<file path="config.mk">
export PLATFORM = sky130hd
export DESIGN_NAME = alu
export DESIGN_NICKNAME = d
export VERILOG_FILES = /design/src/rtl/alu.sv
export SDC_FILE = /design/constraint.sdc
export NUM_CORES = 1
export LEC_CHECK = 0
export ABC_AREA = 1
export CAP_MARGIN = 20
export CORE_UTILIZATION = 40
export DETAILED_ROUTE_END_ITERATION = 8
export PLACE_DENSITY = 0.8
export SKIP_CTS_REPAIR_TIMING = 1
export SYNTH_ARGS = -nofsm -noshare
export SYNTH_HDL_FRONTEND = slang
export SYNTH_SLANG_ARGS = --single-unit
</file>
<file path="constraint.sdc">
create_clock -name clk -period 2.9 [get_ports clk]
set_input_delay 0.725 -clock clk [delete_from_list [all_inputs] [get_ports clk]]
set_output_delay 0.725 -clock clk [all_outputs]
set_load 0.01 [all_outputs]
</file>
<file path="src/rtl/alu.sv">
// alu: registered WIDTH-bit ADD/SUB/AND/OR ALU with zero/carry/sign/parity/overflow flags
// ports: clk, rst_n (sync, active-low), a, b, select (00 add, 01 sub, 10 and, 11 or),
//        out, zero, carry, sign, parity, overflow
// optional macro ALU_SAT_EN clamps overflowing ADD/SUB results to signed max/min
module alu #(
  parameter int WIDTH = 4
) (
  input  logic             clk,
  input  logic             rst_n,
  input  logic [WIDTH-1:0] a,
  input  logic [WIDTH-1:0] b,
  input  logic [1:0]       select,
  output logic [WIDTH-1:0] out,
  output logic             zero,
  output logic             carry,
  output logic             sign,
  output logic             parity,
  output logic             overflow
);
  localparam int M = WIDTH - 1;
  logic [WIDTH:0]   sum, dif;
  logic [WIDTH-1:0] r, res;
  logic             c, v;
  always_comb begin
    sum = {1'b0, a} + {1'b0, b};
    dif = {1'b0, a} - {1'b0, b};
    r = select[1] ? (select[0] ? a | b : a & b) : (select[0] ? dif[M:0] : sum[M:0]);
    c = !select[1] && (select[0] ? dif[WIDTH] : sum[WIDTH]);
    // add overflows on like-signed operands, sub on unlike-signed; both when r's sign departs from a's
    v = !select[1] && ((a[M] ^ b[M]) == select[0]) && (r[M] != a[M]);
`ifdef ALU_SAT_EN
    // on overflow the true result has a's sign
    res = v ? (a[M] ? {1'b1, {M{1'b0}}} : {1'b0, {M{1'b1}}}) : r;
`else
    res = r;
`endif
  end
  always_ff @(posedge clk) begin
    if (!rst_n) begin
      out      <= '0;
      carry    <= 1'b0;
      overflow <= 1'b0;
    end else begin
      out      <= res;
      carry    <= c;
      overflow <= v;
    end
  end
  assign zero   = ~|out;
  assign sign   = out[M];
  assign parity = ^out;
endmodule

</file>
======== Word-level counts from Yosys, hierarchy flattened ========
Cells that the tools add are included.
word-level totals
  flip-flop bits (word level) ............. 6
  input bits .............................. 12
  output and inout bits ................... 9
  word-level logic and storage cells ...... 21
operators by class
  $add $sub $neg .......................... 2
  equality and inequality tests ........... 2
  muxes and demuxes ....................... 4
  bitwise gates (word level) .............. 3
  reductions and logical operators ........ 7
operator list
  operator                   number
  2-to-1 mux 4 bit           3
  adder 4 x 4 -> 5 bit       1
  subtractor 4 x 4 -> 5 bit  1
  AND 4 bit                  1
  bitwise OR 4 bit           1
  OR reduction 4 bit         1
  XOR reduction 4 bit        1
  logical AND 1 bit          3
  logical NOT 1 bit          2
  == test 1 bit              1
  2-to-1 mux 1 bit           1
  != test 1 bit              1
  XOR 1 bit                  1

======== Logic depth before layout (Yosys ltp) ========
Gate-level depths: netlist (run 1).
  word-level depth ........................ 5
  depth in mapped cells ................... 12

======== Worst setup path after synthesis (run 1) ========
OpenSTA, ideal clock, no wires.
  path type ............................... input to register
  from .................................... input port a[0]
  to ...................................... register out[2]
  library setup time ...................... 0.119 ns
  arrival ................................. 1.756 ns
  data required time ...................... 2.781 ns
  path slack .............................. 1.025 ns
  cell stages on the path ................. 8
  cells stage by stage .................... inv_1 > ha_1 > fa_1 > nand2_1 > o21ai_1 > or2_0 > nand3_1 > a21oi_1
on the way
  longest elaborated chain between the ends .. 3
  elaborated cells between the ends (all ways) .. 4
  classes of those cells .................. 2 x add/sub; 2 x mux
RTL lines
  element                                                                   line    text
  start, declared                                                           10      input logic [WIDTH-1:0] a,
  adder 4 x 4 -> 5 bit / subtractor 4 x 4 -> 5 bit (equally long branches)  25, 26
  2-to-1 mux 4 bit * (2 in a row)                                           27      r = select[1] ? (select[0] ? a | b : a & b) : (select[0] ? dif[M:0] : sum[M:0]);
  end signal, assigned                                                      44      out <= res;
  end, declared                                                             13      output logic [WIDTH-1:0] out,
Every way passes the cells marked *; elsewhere a longest branch is shown, timed or not.
A chain may end at the register's enable or synchronous reset.

======== Worst setup path after layout (run 1) ========
  from .................................... register out[3]
  to ...................................... output port parity
on the way
  longest elaborated chain between the ends .. 1
RTL lines
  element              line  text
  XOR reduction 4 bit  51    assign parity = ^out;
  end, declared        17    output logic parity,
Every way passes these cells.

==> metrics.csv, run 1 <==
stage,metric,value,unit
logic_synthesis,Post-synth ARST share,0,%
global_route,gr ovfl total,0,
routing,Post-DRT Antenna Nets,0,
routing,WL per Instance,9.932,um
cts,CTS Buffer Depth,2,
cts,CTS H-tree depth,1,
cts,total CTS buffers,3,
timing,Hold WS,1105,ps
logic_synthesis,number of synthesis warnings,0,
place,dpl hpwl,1.120,mm
logic_synthesis,synth top area cells,"ha_1 (25%), dfxtp_1 (17%), nand2_1 (9.7%), inv_1 (9.2%), a21oi_1 (6.5%)",
routing,vias,656,
logic_synthesis,Cells after Synth,96,
logic_synthesis,"flops & latches, synth",6,
floorplanning,DIE HEIGHT,43.63,um
floorplanning,Die ar.,0.001904,mm2
setup_path,WP data arrival,1610,ps
logic_synthesis,"Top FF cell, synth",dfxtp_1,
setup_path,Setup CP Type,reg -> out,
setup_path,Critical Path Sink,parity,
logic_synthesis,"top cells by count, synth","nand2_1 (18), inv_1 (17), ha_1 (14)",
power,Max VDD drop,0.1140,mV
cells_and_area,Layout area overhead,32.13,%
timing,Final Cycle Share,80.62,%
setup_path,Setup crit start kind,flop,
logic_synthesis,Mapped Nets,124,
cts,Clock Root Buffer,clkbuf_4,
timing,setup_tns,0,ps
setup_path,"Max FO, Critical Path",3,
floorplanning,Starting Density,44.46,%
run_status,violated checks,design-rule violations,
floorplanning,I/O pin cnt,21,
timing,Final Hold Violating Endpoints,0,
logic_synthesis,Yosys top cell by area,ha_1,
logic_synthesis,top cell type's share of synthesized area,25.27,%
floorplanning,Core Footprint,0.001559,mm2
routing,1st-iter DRT viols,13,
global_route,first-pass GRT wire length,2.187,mm
timing,Setup-failing EPs final,0,
global_route,Tot GR Track Use,15.23,%
global_route,initial antenna violation count,0,
timing,relative slew slack,63.35,%
logic_synthesis,Netlist Area Pre-Place,693.2,um2
logic_synthesis,post-synthesis cell type count,23,
cells_and_area,fin nets,146,
setup_path,"Data required, critical path",2170,ps
routing,DRC,4,
setup_path,CP Capture Type,primary output,
worst_hold_path,Hold/Removal Path Class,in -> reg,
cts,"Reg clk slew, reported paths",40,ps
place,GP Congestion,0.8184,
logic_synthesis,Post-synth EDFFs,0,
routing,total wire length,1.311,mm
timing,Worst Tran Pin Value,548.1,ps
floorplanning,Die Wd,43.63,um
cts,CTS tree,yes,
logic_synthesis,post-synthesis sequential area ratio,17.33,%
job,max_cap viols,0,
run_status,run status,"finished, violations left",
cells_and_area,antenna cells,0,
routing,drt first pass iters,6,
timing,RSZ-0062 raised after global routing,no,
timing,post-layout minimum cycle time,2338,ps
timing,maximum clock rate,0.4277,GHz
floorplanning,Core Rows,14,
worst_hold_path,Hold Path Cell Cnt,3,
power,pwr dens,333.9,mW/mm2
power,Leak,0.4685,nW
timing,"Slew Viols, Final",0,
cts,Clock Sinks,6,
logic_synthesis,Mean Syn Cell Area,7.220,um2
global_route,vias in the first global route,567,
place,# port buffers,20,
setup_path,Critical Path Start,out[3]$_SDFF_PN0_,
logic_synthesis,most common cell in the netlist,nand2_1,
global_route,pin count of the biggest net entering global routing,18,
cells_and_area,share of post-route cells with drive strength above 1,7.759,%
routing,vias per cell,4.970,
==> layer usage <==
metal / wire length (um) / global-route usage, %
met4: 17 / 7.500
met1: 530 / 15.82
met5: 0 / 0
met2: 709 / 29.85
met3: 54 / 1.250
==> sequential cells by signal, summed over array words and instances (netlist names) <==
signal	cells
out	4
carry	1
overflow	1
==> where the power goes <==
part	internal (W)	switching (W)
combinational	0.0000698	0.0000672
sequential	0.0000895	0.00000293
clock	0.0000468	0.0000297
total	0.000206	0.0000998
==> layout by cell type (no fill, tap or decap) <==
cell type        count
o21ai_1              3
nand3_2              2
nor2_1               6
inv_2                2
nand2_4              1
inv_1               17
nand4_1              1
ha_1                14
nor3_1               1
o21bai_1             1
clkbuf_4             3
dfxtp_1              6
a21oi_2              1
xor2_1               2
o211ai_1             1
nand2_1             18
or2_1                1
nand3_1              2
or2_0                1
o21ai_0              2
a21oi_1              9
clkdlybuf4s50_1     20
fa_1                 2
==> worst max-delay path, stage by stage, from the launching register on <==
cell and delay, ps:
dfxtp_1 340, inv_1 50, ha_1 280, xor2_1 150, clkdlybuf4s50_1 550
==> kinds of logic (layout without fill, tap and decap cells) <==
kind of cell             count (synthesis)  after routing  share of synthesized area (%)
flip-flops                               6              6                          17.33
AO/OA/AOI/OAI                           17             17                          13.54
buffers and inverters                   22             42                          13.18
adder cells (fa/ha/maj)                 16             16                          31.05
XOR/XNOR                                 2              2                          2.528
AND/OR/NAND/NOR                         33             33                          22.38
==> stage by stage <==
step / total power [W] / util, % / setup WS (ps) / instance area (um2) / instances
5_1_grt: 0.0003251 / 58.75 / 439.4 / 915.9 / 132
2_1_floorplan: 0.0001721 / - / 1025 / 693.2 / 96
3_3_place_gp: 0.0002263 / 57.30 / 395.8 / 893.4 / 129
6_report: 0.0003058 / 58.75 / 562.0 / 915.9 / 132
3_5_place_dp: 0.0002315 / 57.30 / 362.0 / 893.4 / 129
4_1_cts: 0.0003092 / 58.75 / 539.4 / 915.9 / 132
==> worst min path at each step <==
stage          startpoint                  end  slack [ps]
2_1_floorplan        a[3]  overflow$_SDFF_PN0_         860
6_report            rst_n     carry$_SDFF_PN0_        1100
3_5_place_dp        rst_n     carry$_SDFF_PN0_        1360
5_1_grt             rst_n     carry$_SDFF_PN0_        1120
4_1_cts             rst_n     carry$_SDFF_PN0_        1110
3_3_place_gp        rst_n     carry$_SDFF_PN0_        1360
==> final cells by class <==
class | count | area [um2]
clock buffer | 3 | 22.52
fill | 148 | 643.1
inverter | 19 | 71.32
multi-input combinational | 68 | 481.7
sequential | 6 | 120.1
tap | 16 | 20.02
timing repair buffer | 20 | 200.2
Power figures use the tool's default switching activity.
==> run 2, diff against run 1 <==
==> constraint.sdc (replaced) <==
create_clock -name clk -period 2.2 [get_ports clk]
set_input_delay 0.55 -clock clk [delete_from_list [all_inputs] [get_ports clk]]
set_output_delay 0.55 -clock clk [all_outputs]
set_load 0.01 [all_outputs]
==> run 2 against run 1 <==
  * The run still ends with design-rule violations left
  * Hold slack worse by 170 ps
  * Via count is 1.1% higher
  * Critical path depth is 5 higher
  * Final cell count is 5.3% higher
  * Total power is 34% higher
  * Setup slack worse by 390 ps
  * Sequential power is 32% higher
  * Count of clock-buffer cells in the layout stayed put
  * Sequential share of layout area is 0.78 points lower
  * Largest cell class unchanged
  * Largest power group unchanged
==> metrics.csv, run 2 (synthesis gave the netlist of run 1 again) <==
stage,metric,value,unit,change
power,cell internal pwr,0.0002787,W,+35%
timing,post-layout minimum cycle time,2025,ps,
place,dpl hpwl,1.184,mm,+5.7%
cts,CTS Buffer Depth,2,,unchanged
cells_and_area,"commonest non-fill, non-tap cell in the layout",clkdlybuf4s50_1,,
power,Comb pwr share,46.5,%,+1.7 points
routing,vias,663,,+1.1%
setup_path,CP cell instances,"clkdlybuf4s50_1, inv_1, ha_1, fa_2, nand2_1, o21ai_1, or2_0, nand3_1, a21oi_1",,
global_route,Tot GR Track Use,17.11,%,+1.9 points
cells_and_area,share of post-route cells with drive strength above 1,13.82,%,+6.1 points
timing,setup_tns,0,ps,unchanged
routing,total wire length,1.366,mm,+4.2%
setup_path,WP data arrival,2150,ps,+540 ps
routing,DRC,3,,-1
floorplanning,Die Wd,43.63,um,unchanged
setup_path,slowest CP cell,clkdlybuf4s50_1,,
floorplanning,Core Footprint,0.001559,mm2,unchanged
power,Max VDD drop,0.1583,mV,+39%
global_route,vias in the first global route,695,,+23%
global_route,pin count of the biggest net entering global routing,13,,-5
routing,vias per cell,4.770,,-4.0%
timing,relative slew slack,75.33,%,+12 points
timing,RSZ-0062 raised after global routing,no,,
timing,final setup margin,175.3,ps,-386.7 ps
routing,1st-iter DRT viols,17,,+4
floorplanning,Core Rows,14,,unchanged
power,sequential power share,29.7,%,-0.5 points
place,Post-Place Worst Slack,-127.1,ps,-489.1 ps
global_route,gr ovfl total,0,,unchanged
place,GP Congestion,0.8262,,+0.95%
run_status,run status,"finished, violations left",,
setup_path,Setup crit start kind,input pin,,
power,Leak,0.5112,nW,+9.1%
power,Sw Share,32.07,%,-0.56 points
job,max_cap viols,0,,unchanged
global_route,initial antenna violation count,0,,unchanged
power,Clock Power Share,23.8,%,-1.2 points
floorplanning,I/O pin cnt,21,,unchanged
power,pwr dens,421.4,mW/mm2,+26%
cells_and_area,Layout area overhead,40.43,%,
setup_path,"Data required, critical path",2320,ps,+150 ps
cells_and_area,Reg with most FFs,out,,
cts,Clock Sinks,6,,unchanged
worst_hold_path,Hold Path Cell Cnt,3,,unchanged
routing,Post-DRT Antenna Nets,0,,unchanged
timing,Final Hold Violating Endpoints,0,,unchanged
floorplanning,DIE HEIGHT,43.63,um,unchanged
routing,drt first pass iters,6,,unchanged
cells_and_area,Util after Layout,62.44,%,+3.7 points
routing,WL per Instance,9.827,um,-1.1%
cells_and_area,Largest regs,"out: 4 flops, carry: 1 flops, overflow: 1 flops",,
place,# port buffers,20,,unchanged
cts,total CTS buffers,3,,unchanged
cells_and_area,fin nets,153,,+4.8%
cts,Clock Root Buffer,clkbuf_4,,
cells_and_area,number of flip-flops in the largest register,4,,unchanged
cts,"Reg clk slew, reported paths",50,ps,about the same
timing,maximum clock rate,0.4939,GHz,
timing,Setup-failing EPs final,0,,unchanged
setup_path,CP max stage delay,490,ps,-60 ps
timing,Worst Tran Pin Value,368.9,ps,-179.1 ps
power,sw power,0.0001315,W,+32%
cells_and_area,most frequent cells in the layout,"clkdlybuf4s50_1 (19), nand2_1 (18), inv_1 (17)",,
timing,"Slew Viols, Final",0,,unchanged
setup_path,Setup CP Type,in -> reg,,
cells_and_area,antenna cells,0,,unchanged
setup_path,"Max FO, Critical Path",2,,-1
floorplanning,Die ar.,0.001904,mm2,unchanged
global_route,first-pass GRT wire length,2.532,mm,+16%
timing,Final Cycle Share,92.03,%,
cts,CTS tree,yes,,
setup_path,CP Capture Type,flop,,
floorplanning,Starting Density,44.46,%,unchanged
cts,CTS H-tree depth,1,,unchanged
run_status,violated checks,design-rule violations,,
worst_hold_path,Hold/Removal Path Class,in -> reg,,
run 2: path summary, 6_finish.rpt:
kind / from / to
setup / recovery: a[0] / out[2]$_SDFF_PN0_
hold / removal: rst_n / carry$_SDFF_PN0_
run 2: final cells by class:
cell class | count | area (um2)
Fill cell | 137 | 585.6
Multi-Input combinational cell | 68 | 484.2
Timing Repair Buffer | 27 | 255.2
Sequential cell | 6 | 120.1
Inverter | 19 | 71.32
Clock buffer | 3 | 22.52
Tap cell | 16 | 20.02
run 2: through the flow:
step	hold slack [ps]	std cells	total power (W)	instance area, um2
finish	933.8	139	0.0004102	973.4
global route	939.4	139	0.0004441	973.4
CTS	929.3	139	0.0004164	968.4
detailed placement	1179	136	0.0003156	945.9
global placement	1164	136	0.0003085	945.9
floorplan	681.7	96	0.0002269	693.2
run 2: routing by layer:
| metal | global-route usage (%) | vias to the layer above | routed length, um |
|---|---|---|---|
| li1 | - | 356 | - |
| met1 | 18.32 | 294 | 573 |
| met2 | 33.43 | 13 | 745 |
| met3 | 1.250 | 0 | 47 |
| met4 | 7.500 | 0 | 0 |
| met5 | 0 | - | 0 |
run 2: worst max-delay path: cells and delay by family:
family	cells	cell delay [ps]
compound gates	2	140
buf+inv	2	550
fa+ha+maj	2	580
simple gates	3	340
run 2: power by group through the flow:
| stage | Combinational [W] | Clock [W] | Sequential, W |
|---|---|---|---|
| after detailed placement | 0.000192 | 0 | 0.000124 |
| after global placement | 0.000185 | 0 | 0.000123 |
| after global routing | 0.000215 | 0.000106 | 0.000123 |
| final | 0.000191 | 0.0000977 | 0.000122 |
| after CTS | 0.000192 | 0.000102 | 0.000122 |
| after floorplan | 0.0000987 | 0 | 0.000128 |
==> run 3, diff against run 2 <==
--- a/config.mk
+++ b/config.mk
@@ -10,6 +10,7 @@
 export CORE_UTILIZATION = 40
 export DETAILED_ROUTE_END_ITERATION = 8
 export PLACE_DENSITY = 0.8
+export SETUP_SLACK_MARGIN = 0.2
 export SKIP_CTS_REPAIR_TIMING = 1
 export SYNTH_ARGS = -nofsm -noshare
 export SYNTH_HDL_FRONTEND = slang
==> run 3 against run 2 <==
  * The run still ends with design-rule violations left
  * Sequential share of layout area decreased by 0.69 points
  * Non-clock buffer count unchanged
  * Cell area is 5.9% higher
  * Via count grew 3.9%
  * Sequential power about the same
  * Hold slack worse by 210 ps
  * First-iteration DRC count rose by 41%
  * Total power rose by 2.9%
  * Final cell count unchanged
  * Routed wire length grew 12%
  * Count of clock-buffer cells in the layout unchanged
  * Critical path type is now reg -> out
  * Largest power group unchanged
  * Highest routed layer unchanged
==> metrics.csv, run 3 (synthesis gave the netlist of run 1 again) <==
stage,metric,value,unit,change
floorplanning,Die Wd,43.63,um,unchanged
power,Clock Power Share,23.4,%,-0.4 points
timing,Worst Tran Pin Value,392.4,ps,+23.48 ps
global_route,Tot GR Track Use,17.11,%,unchanged
setup_path,Setup CP Type,reg -> out,,
floorplanning,DIE HEIGHT,43.63,um,unchanged
cells_and_area,share of post-route cells with drive strength above 1,21.95,%,+8.1 points
global_route,vias in the first global route,695,,unchanged
cts,CTS tree,yes,,
place,# port buffers,20,,unchanged
floorplanning,Starting Density,44.46,%,unchanged
cts,total CTS buffers,3,,unchanged
routing,WL per Instance,11.00,um,+12%
cts,"Reg clk slew, reported paths",50,ps,about the same
cells_and_area,number of flip-flops in the largest register,4,,unchanged
power,sequential power share,28.9,%,-0.8 points
cells_and_area,"commonest non-fill, non-tap cell in the layout",nand2_1,,
job,max_cap viols,0,,unchanged
run_status,run status,"finished, violations left",,
timing,post-layout minimum cycle time,1921,ps,-103.7 ps
cts,CTS Buffer Depth,2,,unchanged
routing,vias per cell,4.957,,+3.9%
global_route,first-pass GRT wire length,2.532,mm,unchanged
cells_and_area,Largest regs,"out: 4 flops, carry: 1 flops, overflow: 1 flops",,
routing,Post-DRT Antenna Nets,0,,unchanged
timing,RSZ-0062 raised after global routing,no,,
routing,drt first pass iters,6,,unchanged
timing,Final Hold Violating Endpoints,0,,unchanged
power,Leak,0.5692,nW,+11%
cts,Clock Sinks,6,,unchanged
timing,maximum clock rate,0.5206,GHz,+5.4%
timing,Setup-failing EPs final,0,,unchanged
timing,final setup margin,279.0,ps,+103.7 ps
floorplanning,Die ar.,0.001904,mm2,unchanged
setup_path,"Max FO, Critical Path",2,,unchanged
floorplanning,I/O pin cnt,21,,unchanged
cts,Clock Root Buffer,clkbuf_4,,
place,Post-Place Worst Slack,-127.1,ps,unchanged
timing,relative slew slack,73.76,%,-1.6 points
run_status,violated checks,design-rule violations,,
cts,CTS H-tree depth,1,,unchanged
routing,total wire length,1.529,mm,+12%
cells_and_area,Layout area overhead,48.74,%,
cells_and_area,fin cells,139,,unchanged
place,dpl cells,136,,unchanged
floorplanning,Core Rows,14,,unchanged
setup_path,"Data required, critical path",1650,ps,-670 ps
cells_and_area,fin nets,153,,unchanged
setup_path,Setup crit start kind,flop,,
cells_and_area,antenna cells,0,,unchanged
cells_and_area,Util after Layout,66.13,%,+3.7 points
global_route,pin count of the biggest net entering global routing,13,,unchanged
power,pwr dens,409.4,mW/mm2,-2.8%
power,Comb pwr share,47.7,%,+1.2 points
place,GP Congestion,0.8262,,unchanged
place,dpl hpwl,1.184,mm,unchanged
timing,Final Cycle Share,87.32,%,-4.7 points
global_route,gr ovfl total,0,,unchanged
power,cell internal pwr,0.0002820,W,+1.2%
power,Sw Share,33.20,%,+1.1 points
setup_path,WP data arrival,1370,ps,-780 ps
routing,vias,689,,+3.9%
global_route,initial antenna violation count,0,,unchanged
routing,1st-iter DRT viols,24,,+7
routing,DRC,3,,unchanged
timing,"Slew Viols, Final",0,,unchanged
power,sw power,0.0001401,W,+6.5%
cells_and_area,most frequent cells in the layout,"nand2_1 (17), inv_1 (13), clkdlybuf4s50_1 (12)",,
floorplanning,Core Footprint,0.001559,mm2,unchanged
cells_and_area,Reg with most FFs,out,,
power,total chip power,0.0004221,W,+2.9%
setup_path,CP Capture Type,primary output,,
worst_hold_path,Hold/Removal Path Class,in -> reg,,
power,Max VDD drop,0.1623,mV,+2.6%
timing,setup_tns,0,ps,unchanged
## run 3: cell count changes in the layout (fill, tap and decap cells not counted)
cell	change
inv_1	-4
dlymetal6s2s_1	+7
ha_4	+2
buf_6	+1
a21oi_1	-1
ha_1	-4
clkdlybuf4s50_1	-7
a21oi_2	+1
ha_2	+2
nand2_2	+1
buf_4	-1
inv_2	+4
nand2_1	-1
## run 3: cell type report
class,count,area (um2)
multi-input cells,68,520.5
fillers,129,528.0
well taps,16,20.02
inverters,19,71.32
flip-flops and latches,6,120.1
repair buffers,27,276.5
clock buffers,3,22.52
## run 3: per-layer routing
metal	global-route usage, %	up-vias	routed length, um
met5	0	-	0
met1	18.32	316	631
met2	33.43	16	840
met4	7.500	0	0
li1	-	357	-
met3	1.250	0	57
## run 3: through the flow
stage	cell area (um2)	hold slack [ps]
global placement	945.9	1164
global route	1031	757.0
floorplan	693.2	681.7
detailed placement	945.9	1179
finish	1031	722.2
CTS	968.4	929.3
## run 3: path summary, 6_finish.rpt
| kind | start | depth (start not counted) | end |
|---|---|---|---|
| max | out[1]$_SDFF_PN0_ | 5 | zero |
| min | a[3] | 3 | overflow$_SDFF_PN0_ |
## run 3: critical path: stages, from the launching register on
cell and delay, ps:
dfxtp_1 310, inv_1 60, ha_1 150, nand2_1 50
inv_1 40, clkdlybuf4s50_1 520
## run 3: power groups by stage
stage	Combinational, W	Clock, W	Sequential [W]
floorplan	0.0000987	0	0.000128
CTS	0.000192	0.000102	0.000122
global route	0.000224	0.000106	0.000123
global placement	0.000185	0	0.000123
finish	0.000201	0.0000990	0.000122
detailed placement	0.000192	0	0.000124
